[src/rtl/ps2_pkg.sv]
// ps2_pkg: shared PS/2 state encoding, frame length and default timing constants
package ps2_pkg;
    typedef logic [2:0] ps2_state_t;
    localparam ps2_state_t S_IDLE      = 3'd0;
    localparam ps2_state_t S_INHIBIT   = 3'd1;
    localparam ps2_state_t S_START     = 3'd2;
    localparam ps2_state_t S_DATA      = 3'd3;
    localparam ps2_state_t S_PARITY    = 3'd4;
    localparam ps2_state_t S_STOP      = 3'd5;
    localparam ps2_state_t S_ACK       = 3'd6;
    localparam ps2_state_t S_WAIT_IDLE = 3'd7;
    localparam int FRAME_BITS      = 11;
    localparam int DEF_CLK_FREQ_HZ = 50_000_000;
    localparam int INHIBIT_US      = 100;
    localparam int TIMEOUT_US      = 2000;
    function automatic int us_to_cycles(input int freq_hz, input int us);
        return freq_hz / 1_000_000 * us;
    endfunction
endpackage

[src/rtl/ps2_line_sync.sv]
// ps2_line_sync: 2-FF synchronizers for the PS/2 lines plus device clock falling-edge detect
module ps2_line_sync (
    input  logic clk,
    input  logic reset,
    input  logic i_ps2_clk,
    input  logic i_ps2_data,
    output logic o_clk_s,
    output logic o_data_s,
    output logic o_fall
);
    logic [2:0] r_clk_pipe;
    logic [1:0] r_data_pipe;
    // idle-high reset values keep reset release from looking like a falling edge
    always_ff @(posedge clk or posedge reset) begin
        if (reset) begin
            r_clk_pipe  <= 3'b111;
            r_data_pipe <= 2'b11;
        end else begin
            r_clk_pipe  <= {r_clk_pipe[1:0], i_ps2_clk};
            r_data_pipe <= {r_data_pipe[0], i_ps2_data};
        end
    end
    assign o_clk_s  = r_clk_pipe[1];
    assign o_data_s = r_data_pipe[1];
    assign o_fall   = r_clk_pipe[2] & ~r_clk_pipe[1];
endmodule

[src/rtl/ps2_host_tx.sv]
// ps2_host_tx: PS/2 host-to-device byte transmitter with clock inhibit, odd parity, ACK check and timeout
module ps2_host_tx
    import ps2_pkg::*;
#(
    parameter int CLK_FREQ_HZ    = DEF_CLK_FREQ_HZ,
    parameter int INHIBIT_CYCLES = us_to_cycles(CLK_FREQ_HZ, INHIBIT_US),
    parameter int TIMEOUT_CYCLES = us_to_cycles(CLK_FREQ_HZ, TIMEOUT_US)
)(
    input  logic       clk,
    input  logic       reset,
    input  logic       tx_valid,
    input  logic [7:0] tx_byte,
    output logic       tx_ready,
    output logic       busy,
    output logic       done,
    output logic       error,
    input  logic       PS2KeyboardClk,
    input  logic       PS2KeyboardData,
    output logic       ps2_clk_oe,
    output logic       ps2_data_oe
);
    localparam int IW = $clog2(INHIBIT_CYCLES) + 1;
    localparam int TW = $clog2(TIMEOUT_CYCLES) + 1;
    ps2_state_t r_state;
    logic [IW-1:0] r_inh;
    logic [TW-1:0] r_to;
    logic [3:0] r_bit;
    logic [7:0] r_shift;
    logic r_par, r_busy, r_done, r_err, r_clk_oe, r_data_oe;
    logic w_clk_s, w_data_s, w_fall, w_active, w_timeout;
    ps2_line_sync u_sync (
        .clk       (clk),
        .reset     (reset),
        .i_ps2_clk (PS2KeyboardClk),
        .i_ps2_data(PS2KeyboardData),
        .o_clk_s   (w_clk_s),
        .o_data_s  (w_data_s),
        .o_fall    (w_fall)
    );
    assign w_active  = r_state != S_IDLE && r_state != S_INHIBIT;
    assign w_timeout = w_active && !w_fall && r_to == TW'(TIMEOUT_CYCLES - 1);
    always_ff @(posedge clk or posedge reset) begin
        if (reset) begin
            r_state   <= S_IDLE;
            r_inh     <= '0;
            r_to      <= '0;
            r_bit     <= '0;
            r_shift   <= '0;
            r_par     <= 1'b0;
            r_busy    <= 1'b0;
            r_done    <= 1'b0;
            r_err     <= 1'b0;
            r_clk_oe  <= 1'b0;
            r_data_oe <= 1'b0;
        end else begin
            r_done <= 1'b0;
            r_err  <= 1'b0;
            if (r_done || r_err)
                r_busy <= 1'b0;
            r_to <= (!w_active || w_fall) ? '0 : r_to + 1'b1;
            if (w_timeout) begin
                r_clk_oe  <= 1'b0;
                r_data_oe <= 1'b0;
                r_err     <= 1'b1;
                r_state   <= S_IDLE;
            end else begin
                case (r_state)
                    S_IDLE: if (tx_valid && !r_busy) begin
                        r_shift  <= tx_byte;
                        r_par    <= ~^tx_byte;
                        r_busy   <= 1'b1;
                        r_clk_oe <= 1'b1;
                        r_inh    <= '0;
                        r_bit    <= '0;
                        r_state  <= S_INHIBIT;
                    end
                    S_INHIBIT: begin
                        r_inh <= r_inh + 1'b1;
                        if (r_inh == IW'(INHIBIT_CYCLES - 2))
                            r_data_oe <= 1'b1;
                        if (r_inh == IW'(INHIBIT_CYCLES - 1)) begin
                            r_clk_oe <= 1'b0;
                            r_state  <= S_START;
                        end
                    end
                    S_START, S_DATA: if (w_fall) begin
                        r_data_oe <= ~r_shift[0];
                        r_shift   <= r_shift >> 1;
                        r_bit     <= r_bit + 4'd1;
                        r_state   <= (r_bit == 4'd7) ? S_PARITY : S_DATA;
                    end
                    S_PARITY: if (w_fall) begin
                        r_data_oe <= ~r_par;
                        r_bit     <= r_bit + 4'd1;
                        r_state   <= S_STOP;
                    end
                    S_STOP: if (w_fall) begin
                        r_data_oe <= 1'b0;
                        r_bit     <= r_bit + 4'd1;
                        r_state   <= S_ACK;
                    end
                    S_ACK: if (w_fall) begin
                        r_bit   <= 4'(FRAME_BITS);
                        r_err   <= w_data_s;
                        r_state <= w_data_s ? S_IDLE : S_WAIT_IDLE;
                    end
                    S_WAIT_IDLE: if (w_clk_s && w_data_s) begin
                        r_done  <= 1'b1;
                        r_state <= S_IDLE;
                    end
                    default: r_state <= S_IDLE;
                endcase
            end
        end
    end
    assign busy        = r_busy;
    assign tx_ready    = !r_busy;
    assign done        = r_done;
    assign error       = r_err;
    assign ps2_clk_oe  = r_clk_oe;
    assign ps2_data_oe = r_data_oe;
endmodule

[config.mk]
export PLATFORM = sky130hd
export DESIGN_NAME = ps2_host_tx
export DESIGN_NICKNAME = d
export VERILOG_FILES = /design/src/rtl/ps2_pkg.sv /design/src/rtl/ps2_line_sync.sv /design/src/rtl/ps2_host_tx.sv
export SDC_FILE = /design/constraint.sdc
export NUM_CORES = 1
export LEC_CHECK = 0
export ABC_AREA = 1
export ABC_CLOCK_PERIOD_IN_PS = 2000
export BUFFER_PORTS_ARGS = -buffer_cell sky130_fd_sc_hd__buf_4
export CAP_MARGIN = 10
export CORE_ASPECT_RATIO = 1.4
export CORE_MARGIN = 8
export CORE_UTILIZATION = 40
export CTS_BUF_LIST = sky130_fd_sc_hd__clkbuf_2
export CTS_CLUSTER_SIZE = 8
export DETAILED_ROUTE_END_ITERATION = 12
export PLACE_DENSITY = 0.65
export SYNTH_ARGS = -nofsm -noshare
export SYNTH_HDL_FRONTEND = slang
export SYNTH_SLANG_ARGS = --single-unit
[constraint.sdc]
create_clock -name clk -period 2 [get_ports clk]
set_clock_uncertainty 0.15 [all_clocks]
set_input_delay 0.2 -clock clk [delete_from_list [all_inputs] [get_ports clk]]
set_output_delay 0.2 -clock clk [all_outputs]
set_load 0.1 [all_outputs]
==> results.txt <==
ranking of synthesized cells by area = dfrtp_1 39%, nand2_1 11%, nor2_1 6.8%
xor/xnor share of the synthesized area = 5.66%
combinational power share = 5.3%
P&R area growth vs syn = 15.5%
HPWL after DPL = 6110 µm
Hold Path Class = in2async
post-layout minimum cycle time = 1.82 ns
max-cap violation count = 0
Post-Synth Simple-Gate Area = 33.3%
area share of the largest cell type after synthesis = 38.9%
Avg Cell Area, Syn = 7.65 µm²
first-pass GRT wire length = 14200 µm
Clk pin slew, worst setup/hold paths = 0.20 ns
fraction of power consumed by sequential logic = 58.7%
Psw = 0.000498 W
clock sinks = 58
n_diodes = 0
final std cells w/o fill = 596
unrepaired setup endpoints after global routing = no
Initial DRC Count = 214
drt first pass iters = 5
placed insts = 567
clk buf depth = 2
largest net degree at the start of global routing = 30
register area share after synthesis = 42.8%
Leakage = 1.87 nW
CP Capture Type = register
crit path launch type = register
met3 usage = 2.34%
total negative slack = 0 ns
post-synthesis cell area = 3410 µm²
Synth Area in Compound Gates = 8.78%
DP Area = 3700 µm²
vias = 3074
latest clock arrival within the worst-skew pair = 0.55 ns
Setup Buffers After CTS = 0
most frequent cells in the layout = 102 x nand2_1, 62 x nor2_1, 52 x inv_1
I/O Buffers = 18
GR Layer Usage met1 = 15.7%
final WL = 8260 µm
top cell type by total area after synthesis = dfrtp_1
Final Cycle Share = 91.2%
CTS Buf Count = 9
clock power share = 36.0%
Post-Synth Adder-Cell Area = 1.47%
Chip Height = 125 µm
syn_nets = 462
Total GRT Usage = 15.1%
ANT nets after route = 0
most common cell after layout, fill and taps aside = nand2_1
Yosys warning count = 0
setup violators final = 0
Switching Share = 24.7%
post-synthesis register bit count = 58
H-tree depth = 3
Final Cell Area = 3930 µm²
FP Rows = 40
# IOs = 19
total power = 0.00202 W
Initial Util = 40.5%
post-synthesis cell count = 445
maximum VDD drop = 336 µV
drt drc = 0
Slew @ Worst Pin = 0.494 ns
met2 Resource Use GR = 26.5%
Overflow after GRT = 0
Arr. time, crit path = 2.13 ns
final RePlAce weighted congestion = 0.954
Clock Root Buffer = clkbuf_2
Post-layout nets = 503
vias in the first global route = 3170
critical path class = reg2reg
Pint = 0.00152 W
post-synthesis mux area share = 0%
CTS tree = yes
drt wl/cell = 13.9 µm
fmax = 548 MHz
layout cells sized above 1 = 15.3%
worst rel slew slack = 66.8%
initial antenna violation count = 0
outcome = completed
Core Footprint = 8410 µm²
CP max FO = 5
Power Density = 513 nW/µm²
Critical Path RT = 2.31 ns
Die ar. = 11800 µm²
average via count per standard cell = 5.16
Hold Vio Cnt, Final = 0
Slew Limit Fails = 0
largest family of logic cells by synthesized area = simple AND/OR/NAND/NOR gates
GR peak layer = met2
die width = 94.0 µm
synth unique cells = 34
[per-stage QoR]
stage	hold slack, ns	worst slack [ns]	util [%]
floorplan	0.0545	-0.408	-
finish	0.0388	0.176	46.8
detailed placement	0.104	0.231	44.0
global placement	0.105	0.292	44.0
global route	0.0823	0.0104	46.8
CTS	0.0392	0.121	46.7
[synthesized netlist by cell type]
cell type  instances
o21ai_4            1
nor3_1             9
and3_1             1
inv_1             54
nand2_4            2
nand3_1           31
nand3_4            2
nand2_2            4
nand4_1           16
nor2_4             3
xnor2_1            8
or2_2              1
xor2_1            14
o31ai_1            1
nor2_2             1
buf_6              2
ha_1               4
o21bai_1           1
nor2_1            62
inv_2              6
dfstp_2            5
nand2_1          103
o21ai_1            9
clkbuf_1           1
nand3_2            5
dfrtp_1           53
nor2_8             1
o22ai_1            3
a31oi_1            1
o21ai_0           21
a21oi_1            8
o211ai_1           7
nor3_2             1
buf_2              4
[area by class of cell]
cell class              instances  area (µm²)
repair buffers                 37         323
flip-flops and latches         58        1460
fillers                       841        4470
clock buffers                  11        55.1
inverters                      60         229
well taps                     105         131
clock inverters                 5        46.3
multi-input cells             320        1690
[repair_timing]
| item | in CTS | in global routing |
|---|---|---|
| resized for setup | 0 | 2 |
| hold endpoints to repair | 65 | 0 |
| endpoints found under the setup margin | 0 | 1 |
| hold buffers | 13 | 0 |
[path summary, 6_finish.rpt]
| path | cells past startpoint | start | slack [ns] | to |
|---|---|---|---|---|
| setup / recovery | 6 | r_state[1] | 0.18 | r_shift[7] |
| hold / removal | 3 | reset | 0.04 | r_to[5] |
| setup reg to reg | 6 | r_state[1] | 0.18 | r_shift[7] |
| hold reg to reg | 0 | u_sync.r_clk_pipe[0] | 0.21 | u_sync.r_clk_pipe[1] |
| max in group asynchronous | 4 | reset | 1.01 | u_sync.r_clk_pipe[2] |
| min in group clk | 2 | PS2KeyboardData | 0.17 | u_sync.r_data_pipe[0] |
[cell families after synthesis]
family	count (synthesis)
DFF	58
and+or+nand+nor	242
adders and majority gates	4
buffers and inverters	67
AOI/OAI and AO/OA	52
xor gates and xnor gates	22
[sequential cells by signal (all words and copies together) (netlist names)]
signal	cells
error	1
r_to	18
busy	1
r_bit	4
r_shift	8
ps2_data_oe	1
r_state	3
u_sync.r_clk_pipe	3
r_inh	14
done	1
r_par	1
ps2_clk_oe	1
u_sync.r_data_pipe	2
[power by group through the flow]
stage,clock network [W],registers (W),logic [W]
3_3_place_gp,0,0.00121,0.0000884
6_report,0.000726,0.00119,0.000107
4_1_cts,0.000757,0.00119,0.000109
5_1_grt,0.000793,0.00119,0.000118
3_5_place_dp,0,0.00121,0.0000902
2_1_floorplan,0,0.00121,0.0000474
[critical path, cell delays in order, from the launching register on]
cell and delay, ns:
dfrtp_1 0.49, nor2_4 0.18, nand2_2 0.11, nor2_4 0.13
nand3_1 0.07, dlygate4sd3_1 0.55, o21ai_1 0.07
[metal layers]
layer	part of all wire [%]	vias to the layer above
li1	-	1523
met1	39	1457
met2	54	63
met3	3.1	31
met4	4.5	0
met5	0	-
Note: power is estimated with default switching activity, not from simulation.
